<file path="src/rtl/irq_controller.sv">
// irq_controller
//   Parametrised interrupt aggregator for the 65C02 bus. Collects up to 32
//   active-low peripheral interrupt lines, each in level or falling-edge
//   mode with its own enable, and drives the single active-low CPU IRQ.
//
// Parameters
//   NUM_IRQ      number of interrupt inputs (1..32)
//   SYNC_STAGES  synchronizer depth on irqb (2..3)
//
// Ports
//   clk          CPU bus clock (clk_2), rising edge
//   resetb       asynchronous active-low reset
//   cs, rwb      chip select / read-not-write; writes on clk when cs && !rwb
//   addr[2:0]    register index
//   i_data[7:0]  write data
//   o_data[7:0]  read data, combinational from addr and state
//   irqb[N-1:0]  peripheral interrupt lines, active low, asynchronous
//   irqb_master  CPU IRQ, active low, registered
//
// Register map (bank-indexed registers cover channels bank*8 .. bank*8+7)
//   0 VECTOR(R)/ACK(W)  1 BANK  2 ENABLE  3 MODE  4 PENDING(R, W1C)
//   5 RAW(R)  6 FORCE(W)  7 CTRL
module irq_controller #(
  parameter int NUM_IRQ     = 16,
  parameter int SYNC_STAGES = 2
) (
  input  logic               clk,
  input  logic               resetb,
  input  logic               cs,
  input  logic               rwb,
  input  logic [2:0]         addr,
  input  logic [7:0]         i_data,
  output logic [7:0]         o_data,
  input  logic [NUM_IRQ-1:0] irqb,
  output logic               irqb_master
);

  typedef enum logic [2:0] {
    REG_VECTOR  = 3'd0,
    REG_BANK    = 3'd1,
    REG_ENABLE  = 3'd2,
    REG_MODE    = 3'd3,
    REG_PENDING = 3'd4,
    REG_RAW     = 3'd5,
    REG_FORCE   = 3'd6,
    REG_CTRL    = 3'd7
  } reg_e;

  logic [NUM_IRQ-1:0] r_sync [SYNC_STAGES];
  logic [NUM_IRQ-1:0] r_hist;
  logic [NUM_IRQ-1:0] r_enable;
  logic [NUM_IRQ-1:0] r_mode;
  logic [NUM_IRQ-1:0] r_pending;
  logic [1:0]         r_bank;
  logic               r_ctrl_en;
  logic               r_irqb_master;

  logic               w_wr;
  logic [NUM_IRQ-1:0] w_sync_last;
  logic [NUM_IRQ-1:0] w_asserted;
  logic [NUM_IRQ-1:0] w_fall;
  logic [NUM_IRQ-1:0] w_bank_sel;
  logic [NUM_IRQ-1:0] w_wdata;
  logic [NUM_IRQ-1:0] w_ack_sel;
  logic [NUM_IRQ-1:0] w_set;
  logic [NUM_IRQ-1:0] w_clr;
  logic [NUM_IRQ-1:0] w_pending_nxt;
  logic               w_vec_any;
  logic [4:0]         w_vec_idx;
  logic [4:0]         w_base;
  logic [31:0]        w_enable32;
  logic [31:0]        w_mode32;
  logic [31:0]        w_pending32;
  logic [31:0]        w_raw32;

  assign w_wr        = cs & ~rwb;
  assign w_sync_last = r_sync[SYNC_STAGES-1];
  assign w_asserted  = ~w_sync_last;
  // History holds the previous synchronized value, so a fall is 1 -> 0.
  assign w_fall      = r_hist & ~w_sync_last;

  // Per-channel decode: which channels the current bank covers, the write
  // data bit that lands on each channel, and the ACK target. Channels at
  // or above NUM_IRQ do not exist, so writes and ACKs to them fall away.
  // NOTE: every always_comb output gets a default first so no path can
  // leave it unassigned and infer a latch.
  always_comb begin
    w_bank_sel = '0;
    w_wdata    = '0;
    w_ack_sel  = '0;
    for (int i = 0; i < NUM_IRQ; i++) begin
      w_bank_sel[i] = (i[4:3] == r_bank);
      w_wdata[i]    = i_data[i[2:0]];
      w_ack_sel[i]  = (i_data[4:0] == i[4:0]);
    end
  end

  always_comb begin
    w_set = w_fall;
    w_clr = '0;
    if (w_wr && addr == REG_FORCE)   w_set = w_set | (w_bank_sel & w_wdata);
    if (w_wr && addr == REG_VECTOR)  w_clr = w_clr | w_ack_sel;
    if (w_wr && addr == REG_PENDING) w_clr = w_clr | (w_bank_sel & w_wdata);
    // Level channels mirror the input; edge channels hold until cleared and
    // a set in the same cycle as a clear wins.
    w_pending_nxt = (~r_mode & w_asserted) |
                    (r_mode & (w_set | (r_pending & ~w_clr)));
  end

  // Lowest index wins: scan downward so the last hit is the smallest.
  always_comb begin
    w_vec_any = 1'b0;
    w_vec_idx = '0;
    for (int i = NUM_IRQ - 1; i >= 0; i--) begin
      if (r_pending[i] && r_enable[i]) begin
        w_vec_any = 1'b1;
        w_vec_idx = i[4:0];
      end
    end
  end

  // NOTE: the synchronizer array is reset along with everything else; its
  // flops start deasserted so reset release cannot fake a falling edge.
  always_ff @(posedge clk or negedge resetb) begin
    if (!resetb) begin
      for (int s = 0; s < SYNC_STAGES; s++) r_sync[s] <= '1;
      r_hist        <= '1;
      r_enable      <= '0;
      r_mode        <= '0;
      r_pending     <= '0;
      r_bank        <= '0;
      r_ctrl_en     <= 1'b0;
      r_irqb_master <= 1'b1;
    end else begin
      // NOTE: non-blocking assignments keep every flop sampling the values
      // from before this edge, so the shift chain moves one stage per clock.
      r_sync[0] <= irqb;
      for (int s = 1; s < SYNC_STAGES; s++) r_sync[s] <= r_sync[s-1];
      r_hist    <= w_sync_last;
      r_pending <= w_pending_nxt;
      if (w_wr && addr == REG_BANK)   r_bank    <= i_data[1:0];
      if (w_wr && addr == REG_CTRL)   r_ctrl_en <= i_data[0];
      if (w_wr && addr == REG_ENABLE)
        r_enable <= (r_enable & ~w_bank_sel) | (w_wdata & w_bank_sel);
      if (w_wr && addr == REG_MODE)
        r_mode   <= (r_mode & ~w_bank_sel) | (w_wdata & w_bank_sel);
      r_irqb_master <= ~(r_ctrl_en & |(r_pending & r_enable));
    end
  end

  assign irqb_master = r_irqb_master;

  // Zero-extended 32-channel views make the bank window a plain part-select;
  // banks beyond NUM_IRQ read the zero padding.
  assign w_base      = {r_bank, 3'b000};
  assign w_enable32  = 32'(r_enable);
  assign w_mode32    = 32'(r_mode);
  assign w_pending32 = 32'(r_pending);
  assign w_raw32     = 32'(w_asserted);

  always_comb begin
    o_data = 8'h00;
    case (addr)
      REG_VECTOR:  o_data = w_vec_any ? {1'b1, 2'b00, w_vec_idx} : 8'h00;
      REG_BANK:    o_data = {6'b0, r_bank};
      REG_ENABLE:  o_data = w_enable32[w_base +: 8];
      REG_MODE:    o_data = w_mode32[w_base +: 8];
      REG_PENDING: o_data = w_pending32[w_base +: 8];
      REG_RAW:     o_data = w_raw32[w_base +: 8];
      REG_FORCE:   o_data = 8'h00;
      REG_CTRL:    o_data = {7'b0, r_ctrl_en};
      default:     o_data = 8'h00;
    endcase
  end

endmodule
</file>
<file path="config.mk">
export PLATFORM = sky130hd
export DESIGN_NAME = irq_controller
export DESIGN_NICKNAME = d
export VERILOG_FILES = /design/src/rtl/irq_controller.sv
export SDC_FILE = /design/constraint.sdc
export NUM_CORES = 1
export LEC_CHECK = 0
export BUFFER_PORTS_ARGS = -buffer_cell sky130_fd_sc_hd__buf_2
export CORE_MARGIN = 4
export CORE_UTILIZATION = 64
export CTS_BUF_LIST = sky130_fd_sc_hd__clkbuf_2 sky130_fd_sc_hd__clkbuf_4 sky130_fd_sc_hd__clkbuf_8
export CTS_CLUSTER_DIAMETER = 200
export DETAILED_ROUTE_END_ITERATION = 16
export PLACE_DENSITY = 0.85
export SLEW_MARGIN = 20
export SYNTH_ARGS = -nofsm -noshare
export SYNTH_HDL_FRONTEND = slang
export SYNTH_SLANG_ARGS = --single-unit
</file>
<file path="constraint.sdc">
create_clock -name clk -period 6.1 [get_ports clk]
set_clock_uncertainty 0.15 [all_clocks]
set_input_delay 0.915 -clock clk [delete_from_list [all_inputs] [get_ports clk]]
set_output_delay 0.915 -clock clk [all_outputs]
set_load 0.05 [all_outputs]
</file>
==> summary.md, run 1 <==
| Metric | Value |
|---|---|
| Unrepaired setup endpoints after global routing | `false` |
| CTS clk-pin slew, worst paths | `around 0.090 ns` |
| Synth top area share | `a little over a quarter` |
| Multi-input gate area | `2020 um^2` |
| Die height | `93.9 um` |
| Slew Viols, Final | `0` |
| Min Clock Period, post-route | `between 4 and 5 ns` |
| WL final | `11,900 um` |
| Psw | `0.575 mW` |
| Max_slew headroom | `between 40 and 50%` |
| Final instance area | `5140 um^2` |
| Fillers | `545` |
| Die ar. | `8820 um^2` |
| Post-DP HPWL | `between 8000 and 9000 um` |
| Vias in the first global route | `roughly 3,500` |
| Worst reg-to-reg path cell count | `3` |
| Synthesis-to-layout area growth | `8.71%` |
| Pleak | `about 2.1 nW` |
| Row count | `31` |
| Status | `complete, no violations` |
| Antenna cells | `0` |
| EDFF count, synth | `0` |
| Worst slew pin tran | `approximately 0.90 ns` |
| Net count after synthesis | `between 400 and 500` |
| Cell Count Post-Placement | `approximately 530` |
| Post-Syn Area | `4730 um^2` |
| Synth Area per Inst | `11.4 um^2` |
| Top cells by count, synth | `nand2_1, dfrtp_1, dfstp_2` |
| Setup TNS | `0 ns` |
| DR DRC count | `0` |
| Sequential power share | `between 50% and 60%` |
| Nets | `477` |
| CTS sink cnt | `100` |
| I/O pin total | `40` |
| Synth Flop Type | `dfrtp_1` |
| FF-to-FF Start | `r_bank[0]` |
| Synth area leaders | `dfstp_2, dfrtp_1, mux2_2` |
| Die Width | `about 94 um` |
| Placed Area | `4940 um^2` |
| Pwr Density | `approximately 320 nW/um^2` |
| Via count | `3,663` |
| CTS root buffer | `clkbuf_8` |
| Total GRT Usage | `approximately 29%` |
| Final hold violations | `0` |
| Peak VDD IR | `~0.23 mV` |
| Register area | `between 2000 and 3000 um^2` |
| CTS tree | `built` |
| Clock share of power | `24.5%` |
| Startpoint types | `input pin` |
| Clk_lat worst skew | `around 0.36 ns` |
| Hold WC Path Type | `flop to flop` |
| Core area | `about 7000 um^2` |
| First-pass DRT Iterations | `5` |
| Longest Clk Path Bufs | `2` |
| CP endpoint kind | `primary output` |
| Cells after Synth | `slightly above 400` |
| Pin count of the biggest net entering global routing | `79` |
| Ys Warns | `0` |
| Flop and latch count out of synthesis | `100` |
| Crit path DAT | `~3.3 ns` |
| Setup Viol. Count Final | `0` |
| Htree depth | `3` |
| Worst EP required | `5.03 ns` |
| Total CTS buffers | `9` |
| IO Port Bufs | `39` |
| Final period util | `~72%` |
| Setup Fix Bufs, Post-CTS | `0` |
| Initial Utilization | `around two thirds` |
| Asr flop ratio synth | `100%` |
| Max Clk Rate | `around 230 MHz` |
| First-pass GRT wire length | `19,400 um` |
| FF-to-FF setup slack | `approximately 3.7 ns` |
| Switching fraction of total power | `between 30% and 40%` |
| Share of layout cells above drive strength 1 | `between 30% and 40%` |
| First-iteration detailed-routing DRC count | `~360` |
| Critical hold path startpoint | `r_sync[20]` |
| Gate power share | `a little over a fifth` |
| Total global routing overflow | `0` |
| Crit path max fanout | `40` |
| Sequential area share after synthesis | `54.2%` |
| Most area-hungry cell type in the Yosys netlist | `dfstp_2` |
| Post-cts resize count | `0` |
| Number of antenna violations at the first check in global routing | `0` |
| Wire length per cell | `21.8 um` |
| Post-Layout Cell Count | `between 500 and 600` |
| WS Path Type | `input pin to primary output` |
| Final ANT Viol Nets | `0` |
| Max-Cap Viols | `0` |
| Pint | `roughly 1.1 mW` |
| Unique masters post-synth | `56` |
| Routed vias/inst | `6.68` |
| Count leader, synth | `nand2_1` |
| Hold_buf cts | `0` |
| Hold Path Cell Cnt | `0` |
| Hold Path Sink | `w_sync_last[4]` |
| Gpl congestion | `slightly below 1` |
metrics by stage:
step	power, mW	hold slack (ns)	util [%]	worst slack, ns
after floorplan	1.12	0.195	-	2.14
after global placement	1.24	0.195	68.5	1.76
after detailed placement	1.25	0.197	68.5	1.76
after CTS	1.65	0.210	71.2	1.72
after global routing	1.74	0.212	71.2	1.51
final	1.66	0.205	71.2	1.72
worst max-delay path: stages:
cell and delay (ns):
buf_2 0.58, and3b_1 0.73, a221oi_1 0.19, a2111oi_0 0.47, a311o_1 0.17, buf_2 0.26
kinds of logic (layout without fill, tap and decap cells):
| group | after synthesis | count (layout) | synth area share [%] |
|---|---|---|---|
| buf+inv | 29 | 65 | 3.07 |
| fa+ha+maj | 2 | 2 | 0.529 |
| simple gates | 136 | 136 | 15.9 |
| compound gates | 108 | 108 | 17.3 |
| flops | 100 | 100 | 54.2 |
| mux | 38 | 38 | 8.90 |
power groups by stage:
stage | combinational (mW) | clock [mW] | sequential (mW)
global placement | 0.349 | 0 | 0.889
finish | 0.362 | 0.406 | 0.888
floorplan | 0.280 | 0 | 0.844
global route | 0.397 | 0.442 | 0.896
detailed placement | 0.356 | 0 | 0.891
CTS | 0.359 | 0.415 | 0.879
layout make-up:
cell class | count | share of cell area [%]
Timing Repair Buffer | 40 | 3.99
Clock buffer | 10 | 2.68
Inverter | 9 | 0.658
Tap cell | 99 | 2.41
Multi-Input combinational cell | 284 | 39.3
Sequential cell | 100 | 49.9
Clock inverter | 6 | 1.10
layout by cell type (no fill, tap or decap), types with 10 or more instances in the layout:
cell type  synthesis  routed
nand2_1           52      52
dfrtp_1           51      51
dfstp_2           49      49
buf_2              4      38
mux2_2            32      32
nor2_1            21      21
a21oi_1           20      20
nor2b_1           19      19
o221ai_1          14      14
a221o_1           12      12
clkbuf_8           0      10
routing by layer:
layer	wire [um]	GRT usage (%)	vias to the layer above
met5	0	0	-
met4	279	10.6	0
met3	1310	6.57	25
met2	5230	41.3	228
met1	5110	43.9	1797
li1	-	-	1613
how the worst max path moves through the flow:
stage                        from         to  slack [ns]  cells after the start
final                     addr[0]  o_data[3]        1.72                      6
after global routing      addr[0]  o_data[3]        1.51                      6
after CTS                 addr[0]  o_data[3]        1.72                      6
after detailed placement  addr[0]  o_data[5]        1.76                      7
after global placement    addr[0]  o_data[4]        1.76                      7
after floorplan           addr[1]  o_data[2]        2.14                      8
No activity file was read; power rests on OpenSTA's default activity.
==> run 2: changes to the inputs <==
Settings changed: CORE_UTILIZATION 64 to 56, PLACE_DENSITY 0.85 to 0.78.
Clock period 6.1 ns to 3.7 ns, I/O delays scaled along.
==> summary.md, run 2 (synthesis results as in run 1) <==
| Metric | Value |
|---|---|
| Post-cts resize count | `0 (unchanged)` |
| Longest Clk Path Bufs | `2 (unchanged)` |
| Crit path max fanout | `10 (-75%)` |
| Crit path DAT | `2.60 ns (-0.72 ns)` |
| CTS root buffer | `clkbuf_8` |
| Number of antenna violations at the first check in global routing | `0 (unchanged)` |
| CTS tree | `built` |
| Setup Fix Bufs, Post-CTS | `0 (unchanged)` |
| Synthesis-to-layout area growth | `9.61%` |
| Unrepaired setup endpoints after global routing | `false` |
| Share of layout cells above drive strength 1 | `34.1% (+0.44 points)` |
| Worst slack at placement | `0.486 ns (-1.27 ns)` |
| Vias in the first global route | `3,530 (+0.28%)` |
| CP endpoint kind | `primary output` |
| Nets | `480 (+0.63%)` |
| Hold WC Path Type | `input pin to asynchronous set/reset pin` |
| Worst EP required | `2.99 ns (-2.04 ns)` |
| Max_slew headroom | `48.3% (+8.3 points)` |
| Final worst-path setup slack | `0.400 ns (-1.32 ns)` |
| Row count | `33 (+6.5%)` |
| WL final | `11,400 um (-4.3%)` |
| Slew Viols, Final | `0 (unchanged)` |
| Wire length per cell | `20.5 um (-5.8%)` |
| Total GRT Usage | `24.1% (-5.1 points)` |
| Die height | `99.9 um (+6.3%)` |
| Worst slew pin tran | `0.775 ns (-0.125 ns)` |
| CTS clk-pin slew, worst paths | `0.11 ns (+0.02 ns)` |
| Final period util | `between 80% and 90%` |
| Gpl congestion | `0.911 (-5.5%)` |
| Pin count of the biggest net entering global routing | `87 (+10%)` |
| IO Port Bufs | `39 (unchanged)` |
| Setup Viol. Count Final | `0 (unchanged)` |
| Final hold violations | `0 (unchanged)` |
| Antenna cells | `0 (unchanged)` |
| Max Clk Rate | `around 300 MHz` |
| Htree depth | `3 (unchanged)` |
| FF-to-FF setup slack | `1.31 ns (-2.35 ns)` |
| Initial Utilization | `57.5% (-8.0 points)` |
| WS Path Type | `input pin to primary output` |
| Via count | `3,690 (+0.74%)` |
| CTS sink cnt | `100 (unchanged)` |
| Die ar. | `9970 um^2 (+13%)` |
| I/O pin total | `40 (unchanged)` |
| First-iteration detailed-routing DRC count | `391 (+8.9%)` |
| Max-Cap Viols | `0 (unchanged)` |
| Most frequent cells in the layout | `nand2_1, dfrtp_1, dfstp_2` |
| Commonest non-fill, non-tap cell in the layout | `nand2_1` |
| Hold_buf cts | `0 (unchanged)` |
| First-pass DRT Iterations | `6 (+1)` |
| Setup TNS | `0 ns (unchanged)` |
| Post-DP HPWL | `8250 um (-3.3%)` |
| Status | `complete, no violations` |
| DR DRC count | `0 (unchanged)` |
| Pwr Density | `527 nW/um^2 (+64%)` |
| Clk_lat worst skew | `0.37 ns (about the same)` |
| Core area | `8220 um^2 (+14%)` |
| Peak VDD IR | `0.305 mV (+34%)` |
| Routed vias/inst | `6.62 (-0.89%)` |
| First-pass GRT wire length | `18,600 um (-3.8%)` |
| Die Width | `99.9 um (+6.3%)` |
| Total CTS buffers | `9 (unchanged)` |
| Final ANT Viol Nets | `0 (unchanged)` |
| Pleak | `2.14 nW (+1.0%)` |
| Min Clock Period, post-route | `approximately 3.3 ns` |
| Core Util, Final | `63.0% (-8.2 points)` |
| Total global routing overflow | `0 (unchanged)` |
| Startpoint types | `input pin` |
==> run 2: layout make-up <==
| class | instances | area, um^2 |
|---|---|---|
| Inverter | 9 | 33.8 |
| Clock buffer | 9 | 124 |
| Multi-Input combinational cell | 284 | 2020 |
| Fill cell | 645 | 3040 |
| Timing Repair Buffer | 43 | 231 |
| Tap cell | 105 | 131 |
| Clock inverter | 7 | 78.8 |
| Sequential cell | 100 | 2560 |
==> run 2: worst paths after layout <==
check	start	to	cells after the start
worst min-delay path	resetb	asynchronous set/reset pin	1
worst max register to register	r_bank[0]	flop	3
max in group asynchronous	resetb	w_sync_last[12]	2
min in group clk	irqb[0]	r_sync[16]	1
worst max-delay path	addr[1]	o_data[0]	7
worst min register to register	r_sync[29]	w_sync_last[13]	0
==> run 2: layer usage <==
layer | wire, um | global-route usage, % | vias to the layer above
li1 | - | - | 1623
met1 | 4970 | 36.0 | 1810
met2 | 5080 | 33.9 | 222
met3 | 1020 | 5.42 | 35
met4 | 347 | 9.87 | 0
met5 | 0 | 0 | -
==> run 2: metrics by stage <==
step / instance area, um^2 / hold slack (ns) / std cells / total power [mW]
after floorplan: 4730 / 0.109 / 413 / 1.85
after global placement: 4970 / 0.196 / 541 / 2.03
after detailed placement: 4970 / 0.197 / 541 / 2.05
after CTS: 5180 / 0.0985 / 557 / 2.74
after global routing: 5180 / 0.0834 / 557 / 2.87
final: 5180 / 0.0453 / 557 / 2.73
==> run 2: critical path, stage by stage <==
cell	delay [ns]
buf_2	0.18
inv_1	0.14
ha_1	0.35
or2_2	0.38
a2111oi_0	0.56
a211o_1	0.18
buf_2	0.26
==> run 2: where the power goes <==
group / internal (mW) / switching, mW
sequential: 1.26 / 0.195
combinational: 0.251 / 0.341
clock: 0.268 / 0.421
total: 1.78 / 0.957
